**config.mk**
```make
export PLATFORM = sky130hd
export DESIGN_NAME = semaforo_sequenciador
export DESIGN_NICKNAME = d
export VERILOG_FILES = /design/src/rtl/semaforo_pkg.sv /design/src/rtl/semaforo_timer.sv /design/src/rtl/semaforo_sequenciador.sv
export SDC_FILE = /design/constraint.sdc
export NUM_CORES = 1
export LEC_CHECK = 0
export BUFFER_PORTS_ARGS = -buffer_cell sky130_fd_sc_hd__buf_2
export CAP_MARGIN = 20
export CORE_AREA = 2 2 39 41
export DETAILED_ROUTE_END_ITERATION = 6
export DIE_AREA = 0 0 41 43
export PLACE_DENSITY_LB_ADDON = 0.2
export SYNTH_ARGS = -nofsm -noshare
export SYNTH_HDL_FRONTEND = slang
export SYNTH_SLANG_ARGS = --single-unit
```
**constraint.sdc**
```tcl
create_clock -name clk -period 4.7 [get_ports clk]
set_clock_uncertainty 0.1 [all_clocks]
set_input_delay 0.47 -clock clk [delete_from_list [all_inputs] [get_ports clk]]
set_output_delay 0.47 -clock clk [all_outputs]
set_load 0.02 [all_outputs]
```
**src/rtl/semaforo_pkg.sv**
```systemverilog
`default_nettype none
// +----------------------------------------------------------------------+
// | semaforo_pkg                                                         |
// | Phase encoding and lamp patterns shared by the traffic-light block.  |
// | Rev 1.0 - initial release                                            |
// +----------------------------------------------------------------------+
package semaforo_pkg;

  typedef enum logic [2:0] {
    A_GREEN  = 3'd0,
    A_YELLOW = 3'd1,
    RED_TO_B = 3'd2,
    B_GREEN  = 3'd3,
    B_YELLOW = 3'd4,
    RED_TO_A = 3'd5
  } phase_t;

  typedef struct packed {
    logic vda;
    logic ama;
    logic vma;
    logic vdb;
    logic amb;
    logic vmb;
  } lamps_t;

  // Field order: {VDA, AMA, VMA, VDB, AMB, VMB}
  localparam lamps_t c_lamps_a_green  = 6'b100_001;
  localparam lamps_t c_lamps_a_yellow = 6'b010_001;
  localparam lamps_t c_lamps_all_red  = 6'b001_001;
  localparam lamps_t c_lamps_b_green  = 6'b001_100;
  localparam lamps_t c_lamps_b_yellow = 6'b001_010;

  function automatic lamps_t lamps_of(input phase_t p);
    lamps_t l;
    case (p)
      A_GREEN:  l = c_lamps_a_green;
      A_YELLOW: l = c_lamps_a_yellow;
      B_GREEN:  l = c_lamps_b_green;
      B_YELLOW: l = c_lamps_b_yellow;
      default:  l = c_lamps_all_red;
    endcase
    return l;
  endfunction

  function automatic int max3(input int a, input int b, input int c);
    int m;
    m = a;
    if (b > m) m = b;
    if (c > m) m = c;
    return m;
  endfunction

endpackage
`default_nettype wire

```
**src/rtl/semaforo_timer.sv**
```systemverilog
`default_nettype none
// +----------------------------------------------------------------------+
// | semaforo_timer                                                       |
// | Tick-driven interval counter that saturates at a programmable limit. |
// | Rev 1.0 - initial release                                            |
// +----------------------------------------------------------------------+
module semaforo_timer #(
  parameter int WIDTH = 4
) (
  input  logic             clk,
  input  logic             rst_n,
  input  logic             clear,
  input  logic             tick,
  input  logic [WIDTH-1:0] limit,
  output logic [WIDTH-1:0] count,
  output logic             done
);

  logic [WIDTH-1:0] r_count;
  logic             w_done;

  assign w_done = (r_count == limit);

  // Clear wins over tick so every phase starts from zero.
  always_ff @(posedge clk or negedge rst_n) begin
    if (!rst_n) begin
      r_count <= '0;
    end else if (clear) begin
      r_count <= '0;
    end else if (tick && !w_done) begin
      r_count <= r_count + 1'b1;
    end
  end

  assign count = r_count;
  assign done  = w_done;

endmodule
`default_nettype wire

```
**src/rtl/semaforo_sequenciador.sv**
```systemverilog
`default_nettype none
// +----------------------------------------------------------------------+
// | semaforo_sequenciador                                                |
// | Timed green/yellow/all-red sequencer for two crossing roads.         |
// | Rev 1.0 - initial release                                            |
// +----------------------------------------------------------------------+
module semaforo_sequenciador
  import semaforo_pkg::*;
#(
  parameter int MIN_GREEN = 8,
  parameter int YELLOW    = 3,
  parameter int ALL_RED   = 1
) (
  input  logic       clk,
  input  logic       rst_n,
  input  logic       tick,
  input  logic       req_a,
  input  logic       req_b,
  output logic       VDA,
  output logic       AMA,
  output logic       VMA,
  output logic       VDB,
  output logic       AMB,
  output logic       VMB,
  output logic [2:0] phase
);

  localparam int c_tmr_w = $clog2(max3(MIN_GREEN, YELLOW, ALL_RED) + 1);

  localparam logic [c_tmr_w-1:0] c_lim_green  = c_tmr_w'(MIN_GREEN - 1);
  localparam logic [c_tmr_w-1:0] c_lim_yellow = c_tmr_w'(YELLOW - 1);
  localparam logic [c_tmr_w-1:0] c_lim_red    = c_tmr_w'(ALL_RED - 1);

  phase_t               r_state;
  phase_t               w_next;
  logic                 w_clear;
  logic [c_tmr_w-1:0]   w_limit;
  logic [c_tmr_w-1:0]   w_count;
  logic                 w_done;
  logic                 w_a_only;
  logic                 w_b_only;
  lamps_t               w_lamps;

  assign w_a_only = req_a & ~req_b;
  assign w_b_only = req_b & ~req_a;

  always_ff @(posedge clk or negedge rst_n) begin
    if (!rst_n) begin
      r_state <= RED_TO_A;
    end else begin
      r_state <= w_next;
    end
  end

  always_comb begin
    w_limit = c_lim_red;
    case (r_state)
      A_GREEN, B_GREEN:   w_limit = c_lim_green;
      A_YELLOW, B_YELLOW: w_limit = c_lim_yellow;
      default:            w_limit = c_lim_red;
    endcase
  end

  // Green phases only yield to an exclusive request from the other road;
  // yellow and all-red run out unconditionally.
  always_comb begin
    w_next = r_state;
    if (tick && w_done) begin
      case (r_state)
        A_GREEN:  if (w_b_only) w_next = A_YELLOW;
        A_YELLOW: w_next = RED_TO_B;
        RED_TO_B: w_next = B_GREEN;
        B_GREEN:  if (w_a_only) w_next = B_YELLOW;
        B_YELLOW: w_next = RED_TO_A;
        RED_TO_A: w_next = A_GREEN;
        default:  w_next = RED_TO_A;
      endcase
    end
  end

  assign w_clear = (w_next != r_state);

  semaforo_timer #(
    .WIDTH (c_tmr_w)
  ) u_timer (
    .clk   (clk),
    .rst_n (rst_n),
    .clear (w_clear),
    .tick  (tick),
    .limit (w_limit),
    .count (w_count),
    .done  (w_done)
  );

  assign w_lamps = lamps_of(r_state);

  assign VDA   = w_lamps.vda;
  assign AMA   = w_lamps.ama;
  assign VMA   = w_lamps.vma;
  assign VDB   = w_lamps.vdb;
  assign AMB   = w_lamps.amb;
  assign VMB   = w_lamps.vmb;
  assign phase = r_state;

  logic w_unused;
  assign w_unused = ^w_count;

endmodule
`default_nettype wire

```
==> reports/results.txt <==
slowest CP cell: dfrtp_1
post-CTS resize count: 0
R2R Path Start: phase[1]
vias in the first global route: 422
Sum Neg Setup Slack: 0 ps
FF+latch count, synth: 7
initial DRC count: 5
PD cells: 704.2 mW/mm2
final WL: 1166 um
final period utilization: 41.71%
fraction of layout cells with a size suffix above 1: 29.63%
DR vias/cell: 5.247
global-route wire length before repair: 1828 um
RSZ-0062 raised after global routing: false
Post-Syn Area: 573.1 um2
CP required: 4770 ps
TritonCTS Sinks: 7
GP Congestion: 0.6922
sequential-to-total area share from yosys stat: 31.00%
Setup crit end kind: flip-flop
CTS tree: built
crit start category: flip-flop
post-DP HPWL: 843.7 um
Initial Utilization: 41.41%
met2 Usage GRT: 23.13%
CP arrival: 2030 ps
utilization after layout: 48.64%
GRT busiest layer: met2
final-report hold violation count: 0
IO buf count: 13
Clock Pin Slew Worst Setup and Hold Paths: 50 ps
Remaining DRCs: 0
Final Max Tran Viols: 0
status: finished, final reports clean
average size of a mapped cell: 8.553 um2
Tightest Pin Transition: 413.0 ps
cell taking the most area after synthesis: dfrtp_1
die height: 43 um
fin nets: 88
H-tree depth: 1
grt met1 use: 20.81%
worst relative slew slack: 72.47%
DIE WIDTH: 41 um
CP Buf/Inv Count: 0
maxcap violations: 0
Total Routing Usage GR: 15.67%
worst skew pair latency: 250 ps
initial antenna violation count: 0
gr ovfl total: 0
n_diodes: 0
fmax: 510.1 MHz
Final Worst Setup Slack: 2740 ps
Net Count, Synth: 73
CTS Buf Count: 3
core area: 0.001384 mm2
Root Buffer: clkbuf_4
Post-synth EDFFs: 0
clk buf depth: 2
post-route non-filler standard cell count: 97
Post-synth ARST share: 100.0%
share of the synthesized area in the top cell type: 21.83%
Layout area overhead: 17.47%
most frequent cells after synthesis: 8 x nor2_1, 7 x nand2_1, 5 x dfrtp_1, 5 x inv_1, 3 x o21ai_0
Yosys cell types: 38
pre-CTS setup slack: 2769 ps
Area contributors post-synth: dfrtp_1 22%, dfstp_2 9.2%, nor2_1 5.2%, nand2_1 4.6%, o31ai_4 3.7%
most frequent cell after synthesis: nor2_1
Tmin final: 1960 ps
leakage power: 0.3026 nW
count of final setup violators: 0
Cells after Synth: 67
Max FO, Critical Path: 12
routed length per instance: 12.02 um
Max stage delay on crit path: 520 ps
# IOs: 14
most frequently used flop master after synthesis: dfrtp_1
worst vdd ir: 0.3052 mV
antenna viol nets, final: 0
dpl cells: 92
Critical Path Source: phase[1]
M3 GR Usage: 3.141%
cells along the critical path: or2_0 -> nor3_1 -> a211oi_4 -> nor4_2 -> a2bb2oi_1
Hold WS: 432.9 ps
largest net degree at the start of global routing: 15
Crit Path Category: flip-flop to flip-flop
num rows: 14
CP delay by family, top: simple AND/OR/NAND/NOR gates
Die Area: 0.001763 mm2
worst hold start: tick
Hold Path Class: input port to flip-flop
Synth Warn #: 0
First-pass DRT Iterations: 4
Via Count: 509
Post-CTS Setup Inserts: 0
## worst reg2reg max path, stage by stage (launching register included)
cell and delay, ps:
dfrtp_1 520, or2_0 350, nor3_1 330, a211oi_4 110, nor4_2 250, a2bb2oi_1 210
## cell families after synthesis
logic type,count (synthesis),synth area share [%]
simple gates,31,30.14
compound gates,17,26.64
buf+inv,9,6.987
flops,7,31.00
xor+xnor,2,3.057
fa+ha+maj,1,2.183
## metal layers
metal / up-vias / routed length (um)
met1: 225 / 563
li1: 268 / -
met2: 14 / 529
met5: - / 0
met4: 0 / 29
met3: 2 / 44
## final cells by class
cell class,count,area [um2]
clock buffers,4,26.28
flip-flops and latches,7,177.7
inverters,5,18.77
multi-input cells,51,355.3
well taps,16,20.02
repair buffers,14,75.07
fillers,143,710.7
## per-stage QoR
stage,instance area [um2],total power [mW]
finish,673.1,0.4740
global route,673.1,0.5156
CTS,673.1,0.4780
detailed placement,636.9,0.4196
global placement,636.9,0.4208
floorplan,573.1,0.3617
## flip-flops by register name, summed over array words and instances (netlist names)
signal and cells:
u_timer.count 4, phase 3
## repair_timing
item                                   4_1_cts  5_1_grt
endpoints found under the hold margin        5        0
setup endpoints to repair                    0        0
hold buffers                                 1        0
## layout by cell type (no fill, tap or decap)
master         synthesis  routed
buf_2                  2      13
nor2_1                 8       8
nand2_1                7       7
inv_1                  5       5
dfrtp_1                5       5
o21ai_0                3       3
clkbuf_4               0       3
nor2b_1                2       2
nor3_1                 2       2
xor2_1                 2       2
a31oi_1                2       2
dfstp_2                2       2
or2_0                  1       1
nand3_1                1       1
or4_4                  1       1
o31ai_4                1       1
and3b_1                1       1
nor4b_1                1       1
a22o_1                 1       1
a211oi_4               1       1
nand2b_1               1       1
o21bai_1               1       1
a21oi_1                1       1
o21ai_1                1       1
o31ai_1                1       1
nor4_2                 1       1
a2bb2oi_1              1       1
nor3b_1                1       1
o21ai_2                1       1
or4_1                  1       1
nor4_1                 1       1
o311ai_2               1       1
o221ai_1               1       1
or2b_1                 1       1
o211ai_1               1       1
nand4_1                1       1
ha_1                   1       1
clkbuf_1               1       1
dlygate4sd3_1          0       1
## where the power goes
group          internal [mW]  switching, mW
Clock                 0.0322         0.0199
Sequential            0.0949         0.0701
Combinational          0.106          0.150
## worst paths after layout
| kind | cells after the start | to | slack, ps |
|---|---|---|---|
| worst max-delay path | 5 | phase[2] | 2740 |
| worst min register to register | 2 | u_timer.count[3] | 490 |
| min in group asynchronous | 2 | u_timer.count[1] | 510 |
| worst min-delay path | 2 | u_timer.count[1] | 430 |
| max in group asynchronous | 2 | phase[0] | 3760 |
| worst max register to register | 5 | phase[2] | 2740 |
Power figures use the tool's default switching activity.
